--- src/rtl/ulpi_init_seq.sv ---
`default_nettype none
// +----------------------------------------------------------------------+
// | ulpi_init_seq : programs (and optionally verifies) the ULPI PHY       |
// | register table after reset, reporting INIT_DONE / INIT_ERR.          |
// | Rev 1.0                                                              |
// +----------------------------------------------------------------------+
module ulpi_init_seq #(
  parameter int SETTLE_CYCLES = 16,
  parameter int TIMEOUT       = 255,
  parameter int MAX_RETRY     = 3,
  parameter bit VERIFY        = 1'b1
) (
  input  logic       CLK_60M,
  input  logic       NRST_A_USB,
  input  logic       START,
  input  logic       READY,
  input  logic       REG_DONE,
  input  logic       REG_FAIL,
  input  logic [7:0] REG_DATA_O,
  output logic       REG_EN,
  output logic       REG_RW,
  output logic [5:0] REG_ADDR,
  output logic [7:0] REG_DATA_I,
  output logic       INIT_DONE,
  output logic       INIT_ERR,
  output logic [1:0] ERR_IDX
);

  localparam logic [15:0] c_SETTLE_LAST = 16'(SETTLE_CYCLES - 1);
  localparam logic [7:0]  c_TMO_LAST    = 8'(TIMEOUT - 1);
  localparam logic [7:0]  c_MAX_RETRY   = 8'(MAX_RETRY);
  localparam logic [1:0]  c_LAST_IDX    = 2'd2;

  typedef enum logic [2:0] {
    S_WAIT_READY = 3'd0,
    S_GAP        = 3'd1,
    S_WR         = 3'd2,
    S_RD         = 3'd3,
    S_NEXT       = 3'd4,
    S_DONE       = 3'd5,
    S_ERROR      = 3'd6
  } state_t;

  state_t      r_state;
  logic [15:0] r_settle;
  logic [1:0]  r_idx;
  logic [7:0]  r_retry;
  logic [7:0]  r_timer;
  logic        r_reg_en;
  logic        r_reg_rw;
  logic [5:0]  r_reg_addr;
  logic [7:0]  r_reg_data;
  logic        r_init_done;
  logic        r_init_err;
  logic [1:0]  r_err_idx;

  logic [5:0]  w_tbl_addr;
  logic [7:0]  w_tbl_data;
  logic        w_done_ok;
  logic        w_op_fail;
  logic        w_op_ok;

  always_comb begin
    w_tbl_addr = 6'h00;
    w_tbl_data = 8'h00;
    case (r_idx)
      2'd0: begin w_tbl_addr = 6'h04; w_tbl_data = 8'h45; end
      2'd1: w_tbl_addr = 6'h0A;
      2'd2: w_tbl_addr = 6'h07;
      default: ;
    endcase
  end

  // A response arriving on the last permitted cycle still counts as success.
  always_comb begin
    w_done_ok = r_reg_en && REG_DONE && !REG_FAIL &&
                ((r_state == S_WR) || (REG_DATA_O == w_tbl_data));
    w_op_fail = 1'b0;
    w_op_ok   = 1'b0;
    if ((r_state == S_WR) || (r_state == S_RD)) begin
      w_op_ok   = w_done_ok;
      w_op_fail = r_reg_en && !w_done_ok &&
                  (REG_FAIL || REG_DONE || (r_timer == c_TMO_LAST));
    end
  end

  always_ff @(posedge CLK_60M or negedge NRST_A_USB) begin
    if (!NRST_A_USB) begin
      r_state     <= S_WAIT_READY;
      r_settle    <= 16'd0;
      r_idx       <= 2'd0;
      r_retry     <= 8'd0;
      r_timer     <= 8'd0;
      r_reg_en    <= 1'b0;
      r_reg_rw    <= 1'b0;
      r_reg_addr  <= 6'h00;
      r_reg_data  <= 8'h00;
      r_init_done <= 1'b0;
      r_init_err  <= 1'b0;
      r_err_idx   <= 2'd0;
    end else if ((r_state != S_WAIT_READY) && !READY) begin
      r_state     <= S_WAIT_READY;
      r_settle    <= 16'd0;
      r_idx       <= 2'd0;
      r_retry     <= 8'd0;
      r_reg_en    <= 1'b0;
      r_init_done <= 1'b0;
      r_init_err  <= 1'b0;
    end else begin
      case (r_state)
        S_WAIT_READY: begin
          if (!READY) begin
            r_settle <= 16'd0;
          end else if (r_settle == c_SETTLE_LAST) begin
            r_settle <= 16'd0;
            r_state  <= S_GAP;
          end else begin
            r_settle <= r_settle + 16'd1;
          end
        end

        S_GAP: begin
          r_reg_en   <= 1'b1;
          r_reg_rw   <= 1'b1;
          r_reg_addr <= w_tbl_addr;
          r_reg_data <= w_tbl_data;
          r_timer    <= 8'd0;
          r_state    <= S_WR;
        end

        // Retry bookkeeping happens on the failing edge so that the only
        // REG_EN-low cycle before the re-issued write is the GAP cycle.
        S_WR, S_RD: begin
          if (w_op_fail) begin
            r_reg_en <= 1'b0;
            if (r_retry == c_MAX_RETRY) begin
              r_init_err <= 1'b1;
              r_err_idx  <= r_idx;
              r_state    <= S_ERROR;
            end else begin
              r_retry <= r_retry + 8'd1;
              r_state <= S_GAP;
            end
          end else if (w_op_ok) begin
            r_reg_en <= 1'b0;
            if ((r_state == S_WR) && VERIFY) begin
              r_reg_rw   <= 1'b0;
              r_reg_data <= 8'h00;
              r_timer    <= 8'd0;
              r_state    <= S_RD;
            end else begin
              r_state <= S_NEXT;
            end
          end else if (r_reg_en) begin
            r_timer <= r_timer + 8'd1;
          end else begin
            // Read is issued one idle cycle after the write completes.
            r_reg_en <= 1'b1;
            r_timer  <= 8'd0;
          end
        end

        S_NEXT: begin
          r_idx   <= r_idx + 2'd1;
          r_retry <= 8'd0;
          if (r_idx == c_LAST_IDX) begin
            r_init_done <= 1'b1;
            r_state     <= S_DONE;
          end else begin
            r_state <= S_GAP;
          end
        end

        S_DONE: begin
          if (START) begin
            r_init_done <= 1'b0;
            r_idx       <= 2'd0;
            r_retry     <= 8'd0;
            r_state     <= S_GAP;
          end
        end

        S_ERROR: begin
          if (START) begin
            r_init_err <= 1'b0;
            r_idx      <= 2'd0;
            r_retry    <= 8'd0;
            r_state    <= S_GAP;
          end
        end

        default: r_state <= S_WAIT_READY;
      endcase
    end
  end

  assign REG_EN     = r_reg_en;
  assign REG_RW     = r_reg_rw;
  assign REG_ADDR   = r_reg_addr;
  assign REG_DATA_I = r_reg_data;
  assign INIT_DONE  = r_init_done;
  assign INIT_ERR   = r_init_err;
  assign ERR_IDX    = r_err_idx;

endmodule
`default_nettype wire
--- config.mk ---
export PLATFORM = sky130hd
export DESIGN_NAME = ulpi_init_seq
export DESIGN_NICKNAME = d
export VERILOG_FILES = /design/src/rtl/ulpi_init_seq.sv
export SDC_FILE = /design/constraint.sdc
export NUM_CORES = 1
export LEC_CHECK = 0
export CORE_MARGIN = 1.5
export CORE_UTILIZATION = 38
export CTS_CLUSTER_DIAMETER = 40
export CTS_CLUSTER_SIZE = 30
export DETAILED_ROUTE_END_ITERATION = 8
export PLACE_DENSITY = 0.58
export SKIP_CTS_REPAIR_TIMING = 1
export SYNTH_ARGS = -nofsm -noshare
export SYNTH_HDL_FRONTEND = slang
export SYNTH_SLANG_ARGS = --single-unit
export TNS_END_PERCENT = 1
--- constraint.sdc ---
create_clock -name CLK_60M -period 6.9 [get_ports CLK_60M]
set_input_delay 1.38 -clock CLK_60M [delete_from_list [all_inputs] [get_ports CLK_60M]]
set_output_delay 1.38 -clock CLK_60M [all_outputs]
set_load 0.02 [all_outputs]
==> impl_metrics.csv, run 1 <==
group,metric,value,unit
sta,tns,0,ns
final_layout,post_route_cells_drive_above_1_share,0.0860,
setup_path,critical_path.top_delay_family,"buffers and inverters",
die,top_level_ports,34,
routing,drt-wirelength-per-cell,13.9,um
final_layout,layout_common_cells,"49 x o21ai_0, 48 x dfrtp_1, 37 x nand2_1",
sta,grt_setup_unrepaired,"false",
routing,route.final.wire_length,6570,um
clock_network,clk_pin_slew_worst_paths,0.09,ns
routing,drtAntennaViolNets,0,
logic_synthesis,synth.yosys.warnings,0,
setup_path,reg2reg_depth,8,
setup_path,cp.arrival,3.98,ns
sta,clock-skew-final,0.0113,ns
global_route,antenna_found_initial,0,
setup_path,timing.critical_path.to_type,"flip-flop",
sta,final_hold_viol_count,0,
pwr,power,0.00107,W
logic_synthesis,synth_simple_gate_area_frac,0.249,
routing,drt-initial-drc-count,169,
global_route,first_pass_grt_wire_length,11400,um
logic_synthesis,asyncSetResetFlopFracSynth,1.00,
clock_network,htreeDepth,2,
min_path,worstHoldEndpoint,"REG_ADDR[0]$_DFFE_PN0P_",
die,initial_utilization,0.390,
clock_network,cts_max_path_buffers,2,
global_route,grt_start_max_net_pins,49,
global_route,grt_overall_usage,0.169,
placed_design,dp.cells,466,
logic_synthesis,post_synth_mux_area_share,0.0357,
setup_path,crit-reg2reg-launch,"r_idx[0]$_DFFE_PN0P_",
die,die_ar,8390,sq um
logic_synthesis,post_synth_top_area_cell,"dfrtp_1",
logic_synthesis,synth_top_family_by_area,"simple AND/OR/NAND/NOR gates",
final_layout,layout.cells.most_common,"o21ai_0",
logic_synthesis,synth-xor-area-share,0.00294,
sta,finalHoldWorstSlack,0.487,ns
logic_synthesis,synth_compound_area_frac,0.207,
die,placementRows,32,
setup_path,critical_path.max_stage_delay,0.97,ns
final_layout,fin_nets,393,
setup_path,library_cell_appearing_most_often_on_the_critical_path,"o21ai_0",
setup_path,reg2reg_slack,4.28,ns
logic_synthesis,post_syn_instances,356,
die,die_h,91.6,um
min_path,hold_path_depth,2,
run_status,outcome,"finished, final reports clean",
logic_synthesis,synth_fa_ha_area_frac,0.0336,
setup_path,cp_data_required_time,7.12,ns
job,maxcap_viol_count,0,
logic_synthesis,post_synth_top_area_share,0.403,
clock_network,cts-root-buf,"clkbuf_8",
logic_synthesis,number_of_synthesized_register_bits,48,
setup_path,crit_buf_inv,3,
setup_path,worstSetupPathDepth,7,
sta,timing.final.setup_violations,0,
routing,drcViolationCount,0,
final_layout,fin_util,0.441,
logic_synthesis,post_synth.cell_area_avg,8.38,sq um
min_path,timing.hold.worst.start,"REG_ADDR[0]$_DFFE_PN0P_",
final_layout,instances_no_fill,474,
logic_synthesis,post_synth_instance_area,2980,sq um
sta,achievable-frequency,0.266,GHz
logic_synthesis,synth_edf_count,0,
global_route,grt_overflow,0,
sta,min_period,3.76,ns
setup_path,top_fanout_value_on_the_critical_path,21,
placed_design,place.gp.congestion,0.779,
logic_synthesis,ys_top_cells_by_area,"dfrtp_1 40%, o21ai_0 8.2%, nand2_1 4.7%, nor2_1 4.2%, nand3_1 3.5%",
setup_path,cp_cell_sequence,"clkdlybuf4s50_1, clkinv_1, nor3_1, o21ai_0, buf_4, or4_1, o21ai_0",
setup_path,worst-setup-path-type,"primary input to flip-flop",
logic_synthesis,synth-main-ff-cell,"dfrtp_1",
routing,routed_via_density,5.45,
clock_network,cts_tree,"done",
die,die_w,91.6,um
clock_network,cts-buffers-inserted,5,
sta,timing.slew.headroom,0.234,
die,core,7650,sq um
placed_design,dp_hpwl,4480,um
setup_path,critPathSlowestCell,"clkdlybuf4s50_1",
setup_path,worstReg2RegEnd,"r_retry[5]$_DFFE_PN0P_",
final_layout,n_antenna_cell,0,
pwr,power.density,319,nW/um^2
clock_network,worstSkewPairLatency,0.31,ns
logic_synthesis,ys_types,50,
final_layout,area_growth,13.1,%
pwr,p_leak,1.47,nW
placed_design,port_buffers,26,
routing,dr.pass1.iters,6,
routing,vias,2585,
sta,tightestPinTransition,1.14,ns
global_route,grt_pass1_vias,2331,
final_layout,nFillCells,753,
setup_path,crit_path_start_kind,"primary input",
pwr,ir_drop,0.000134,V
sta,fin_crit_sh,0.545,
sta,slew_viol_final,0,
min_path,min-delay-path-class,"flip-flop to flip-flop",
logic_synthesis,yosysSeqAreaShare,0.403,
clock_network,cts.sink_count,48,
-- cells in the mapped netlist, drive strengths merged, types with 7 or more instances --
master,number
nand3,21
o21ai,50
nor2,33
dfrtp,48
nand2,37
inv,12
ha,8
and3,16
clkbuf,10
nand4,7
buf,16
a21oi,20
-- power by group --
group          switching [W]  internal [W]
logic               0.000258      0.000188
registers          0.0000754      0.000334
clock network       0.000101      0.000119
total               0.000434      0.000640
-- flip-flops by register name, summed over array words and instances (netlist names) --
name,count
r_state,3
REG_DATA_I,1
REG_RW,1
ERR_IDX,2
r_retry,8
r_settle,16
REG_EN,1
INIT_DONE,1
r_timer,8
REG_ADDR,4
INIT_ERR,1
r_idx,2
-- how the worst max path moves through the flow --
stage / from / end / slack (ns)
floorplan: REG_DATA_O[0] / r_retry[5]$_DFFE_PN0P_ / 3.87
finish: READY / r_timer[5]$_DFFE_PN0P_ / 3.14
global route: READY / r_settle[14]$_DFFE_PN0P_ / 2.97
detailed placement: READY / r_timer[5]$_DFFE_PN0P_ / 2.87
CTS: READY / r_timer[5]$_DFFE_PN0P_ / 3.18
global placement: READY / r_timer[6]$_DFFE_PN0P_ / 2.97
-- metal layers --
metal | share of wire | vias to the layer above | global-route usage | wire, um
met1 | 0.50 | 1216 | 0.239 | 3270
li1 | - | 1303 | - | -
met5 | 0 | - | 0 | 0
met3 | 0.042 | 2 | 0.0327 | 275
met2 | 0.45 | 64 | 0.258 | 2990
met4 | 0.0058 | 0 | 0.0534 | 38
-- tightest hold or removal path, cell delays in order (launching register included) --
cell     delay [ns]
dfrtp_1        0.35
nand2_1        0.05
o21ai_0        0.06
-- cell families after synthesis --
family	count (synthesis)
and+or+nand+nor	147
AOI/OAI and AO/OA	102
DFF	48
buffers and inverters	39
muxes	10
adders and majority gates	8
other	1
xor gates and xnor gates	1
-- layout make-up --
cell class | instances | area (sq um) | area share
Clock buffer | 6 | 82.6 | 0.0245
Clock inverter | 2 | 38.8 | 0.0115
Timing Repair Buffer | 28 | 270 | 0.0801
Tap cell | 102 | 128 | 0.0378
Sequential cell | 48 | 1200 | 0.356
Inverter | 13 | 48.8 | 0.0145
Multi-Input combinational cell | 275 | 1600 | 0.475
-- metrics by stage --
step	setup WS [ns]	cell area (sq um)
2_1_floorplan	3.87	3000
3_3_place_gp	2.97	3250
3_5_place_dp	2.87	3250
4_1_cts	3.18	3370
5_1_grt	2.97	3370
6_report	3.14	3370
Power figures use the tool's default switching activity.
==> run 2, diff against run 1 <==
Settings changed: PLACE_DENSITY 0.58 to 0.6.
Clock period 6.9 ns to 3.02 ns, I/O delays scaled along.
==> run 2 against run 1 <==
Core utilization increased by 0.61 points. Register-to-register slack got worse by 3.9 ns. Clock power increased by 120%. First-iteration DRC count increased by 3.0%. Largest power group unchanged. Sequential share of layout area decreased by 0.48 points.
==> impl_metrics.csv, run 2 (synthesized netlist as in run 1, its figures left out) <==
group,metric,value,unit
routing,drt-initial-drc-count,174,
clock_network,worstSkewPairLatency,0.30,ns
setup_path,worstSetupPathDepth,8,
routing,drcViolationCount,0,
clock_network,htreeDepth,2,
sta,achievable-frequency,0.378,GHz
final_layout,fin_nets,400,
setup_path,worst_setup_path_endpoint,"r_retry[5]$_DFFE_PN0P_",
pwr,power.density,723,nW/um^2
setup_path,critPathSlowestCell,"or4_4",
sta,timing.slew.headroom,0.225,
final_layout,area_growth,14.6,%
setup_path,reg2reg_depth,8,
sta,timing.final.setup_violations,0,
die,core,7650,sq um
routing,routed_via_density,5.51,
setup_path,crit_path_start_kind,"flip-flop",
sta,clock-skew-final,0.00496,ns
placed_design,place.gp.congestion,0.837,
min_path,min-delay-path-class,"primary input to asynchronous set/reset pin",
clock_network,cts_tree,"done",
final_layout,largest_register_ff_count,16,
final_layout,layout.cells.most_common,"o21ai_0",
clock_network,cts-root-buf,"clkbuf_8",
global_route,grt_pass1_vias,2423,
sta,final_hold_viol_count,0,
setup_path,cp_cell_sequence,"inv_1, ha_1, or4_4, a211oi_2, o21ai_1, and3_1, nor3b_1, a211o_1",
clock_network,cts-buffers-inserted,5,
routing,drt-wirelength-per-cell,13.7,um
setup_path,cp-startpoint,"r_idx[0]$_DFFE_PN0P_",
routing,dr.pass1.iters,4,
setup_path,worst-setup-path-type,"flip-flop to flip-flop",
clock_network,cts_max_path_buffers,2,
global_route,grt_overall_usage,0.168,
clock_network,clk_pin_slew_worst_paths,0.10,ns
setup_path,top_fanout_value_on_the_critical_path,7,
final_layout,n_antenna_cell,0,
die,die_ar,8390,sq um
die,die_w,91.6,um
routing,route.final.wire_length,6580,um
clock_network,cts.sink_count,48,
placed_design,dp_hpwl,4710,um
setup_path,cp.arrival,2.84,ns
sta,slew_viol_final,0,
setup_path,crit-reg2reg-launch,"r_idx[0]$_DFFE_PN0P_",
placed_design,placedInstanceArea,3300,sq um
run_status,outcome,"finished, final reports clean",
final_layout,fin_util,0.447,
setup_path,critical_path.max_stage_delay,0.54,ns
die,placementRows,32,
global_route,grt_start_max_net_pins,31,
final_layout,post_route_cells_drive_above_1_share,0.103,
sta,min_period,2.65,ns
final_layout,largest-register,"r_settle",
pwr,p_leak,1.50,nW
sta,grt_setup_unrepaired,"false",
pwr,ir_drop,0.000310,V
job,maxcap_viol_count,0,
final_layout,largestRegisters,"r_settle (16), r_retry (8), r_timer (8)",
global_route,first_pass_grt_wire_length,11500,um
global_route,antenna_found_initial,0,
placed_design,port_buffers,26,
sta,fin_crit_sh,0.876,
die,die_h,91.6,um
die,top_level_ports,34,
sta,tns,0,ns
setup_path,reg2reg_slack,0.37,ns
setup_path,timing.critical_path.to_type,"flip-flop",
die,initial_utilization,0.390,
final_layout,layout.cell_area.non_filler,3420,sq um
setup_path,cp_data_required_time,3.21,ns
sta,finalHoldWorstSlack,0.243,ns
global_route,grt_overflow,0,
routing,vias,2650,
setup_path,critical_path.top_delay_family,"simple AND/OR/NAND/NOR gates",
setup_path,worstReg2RegEnd,"r_retry[5]$_DFFE_PN0P_",
sta,tightestPinTransition,1.16,ns
routing,drtAntennaViolNets,0,
setup_path,crit_buf_inv,1,
final_layout,layout_common_cells,"49 x o21ai_0, 48 x dfrtp_1, 37 x nand2_1",
## run 2: power breakdown
group / internal, W / leakage (nW) / switching, W / total, W
Sequential: 0.000764 / 0.645 / 0.000122 / 0.000886
Clock: 0.000250 / 0.0548 / 0.000234 / 0.000484
Combinational: 0.000461 / 0.802 / 0.000641 / 0.00110
Total: 0.00147 / 1.50 / 0.000997 / 0.00247
## run 2: worst register-to-register path: cells and delay by family, from the launching register on
kind            cells  cell delay [ns]
simple gates        3             0.98
compound gates      3             0.76
flops               1             0.44
fa+ha+maj           1             0.25
buf+inv             1             0.09
## run 2: worst min path at each step
stage,endpoint,startpoint
floorplan,ERR_IDX[0]$_DFFE_PN0P_,NRST_A_USB
global placement,REG_ADDR[0]$_DFFE_PN0P_,REG_ADDR[0]$_DFFE_PN0P_
detailed placement,REG_ADDR[1]$_DFFE_PN0P_,REG_ADDR[1]$_DFFE_PN0P_
CTS,INIT_ERR$_DFFE_PN0P_,NRST_A_USB
global route,INIT_DONE$_DFFE_PN0P_,NRST_A_USB
finish,INIT_DONE$_DFFE_PN0P_,NRST_A_USB
## run 2: final cells by class
cell class / instances / area (sq um)
Timing Repair Buffer: 35 / 323
Multi-Input combinational cell: 275 / 1600
Clock buffer: 5 / 68.8
Sequential cell: 48 / 1200
Fill cell: 757 / 4230
Inverter: 13 / 48.8
Clock inverter: 3 / 46.3
Tap cell: 102 / 128
## run 2: through the flow
step	std cells	worst slack (ns)	total power [W]
after floorplan	362	0.659	0.00167
after global placement	473	0.201	0.00199
after detailed placement	473	0.175	0.00201
after CTS	481	0.370	0.00250
after global routing	481	0.197	0.00269
final	481	0.374	0.00247
## run 2: layer usage
metal,global-route usage,up-vias,wire length (um)
met5,0,-,0
met4,0.0573,0,95
met3,0.0302,7,356
met2,0.271,75,3000
met1,0.227,1258,3130
li1,-,1310,-
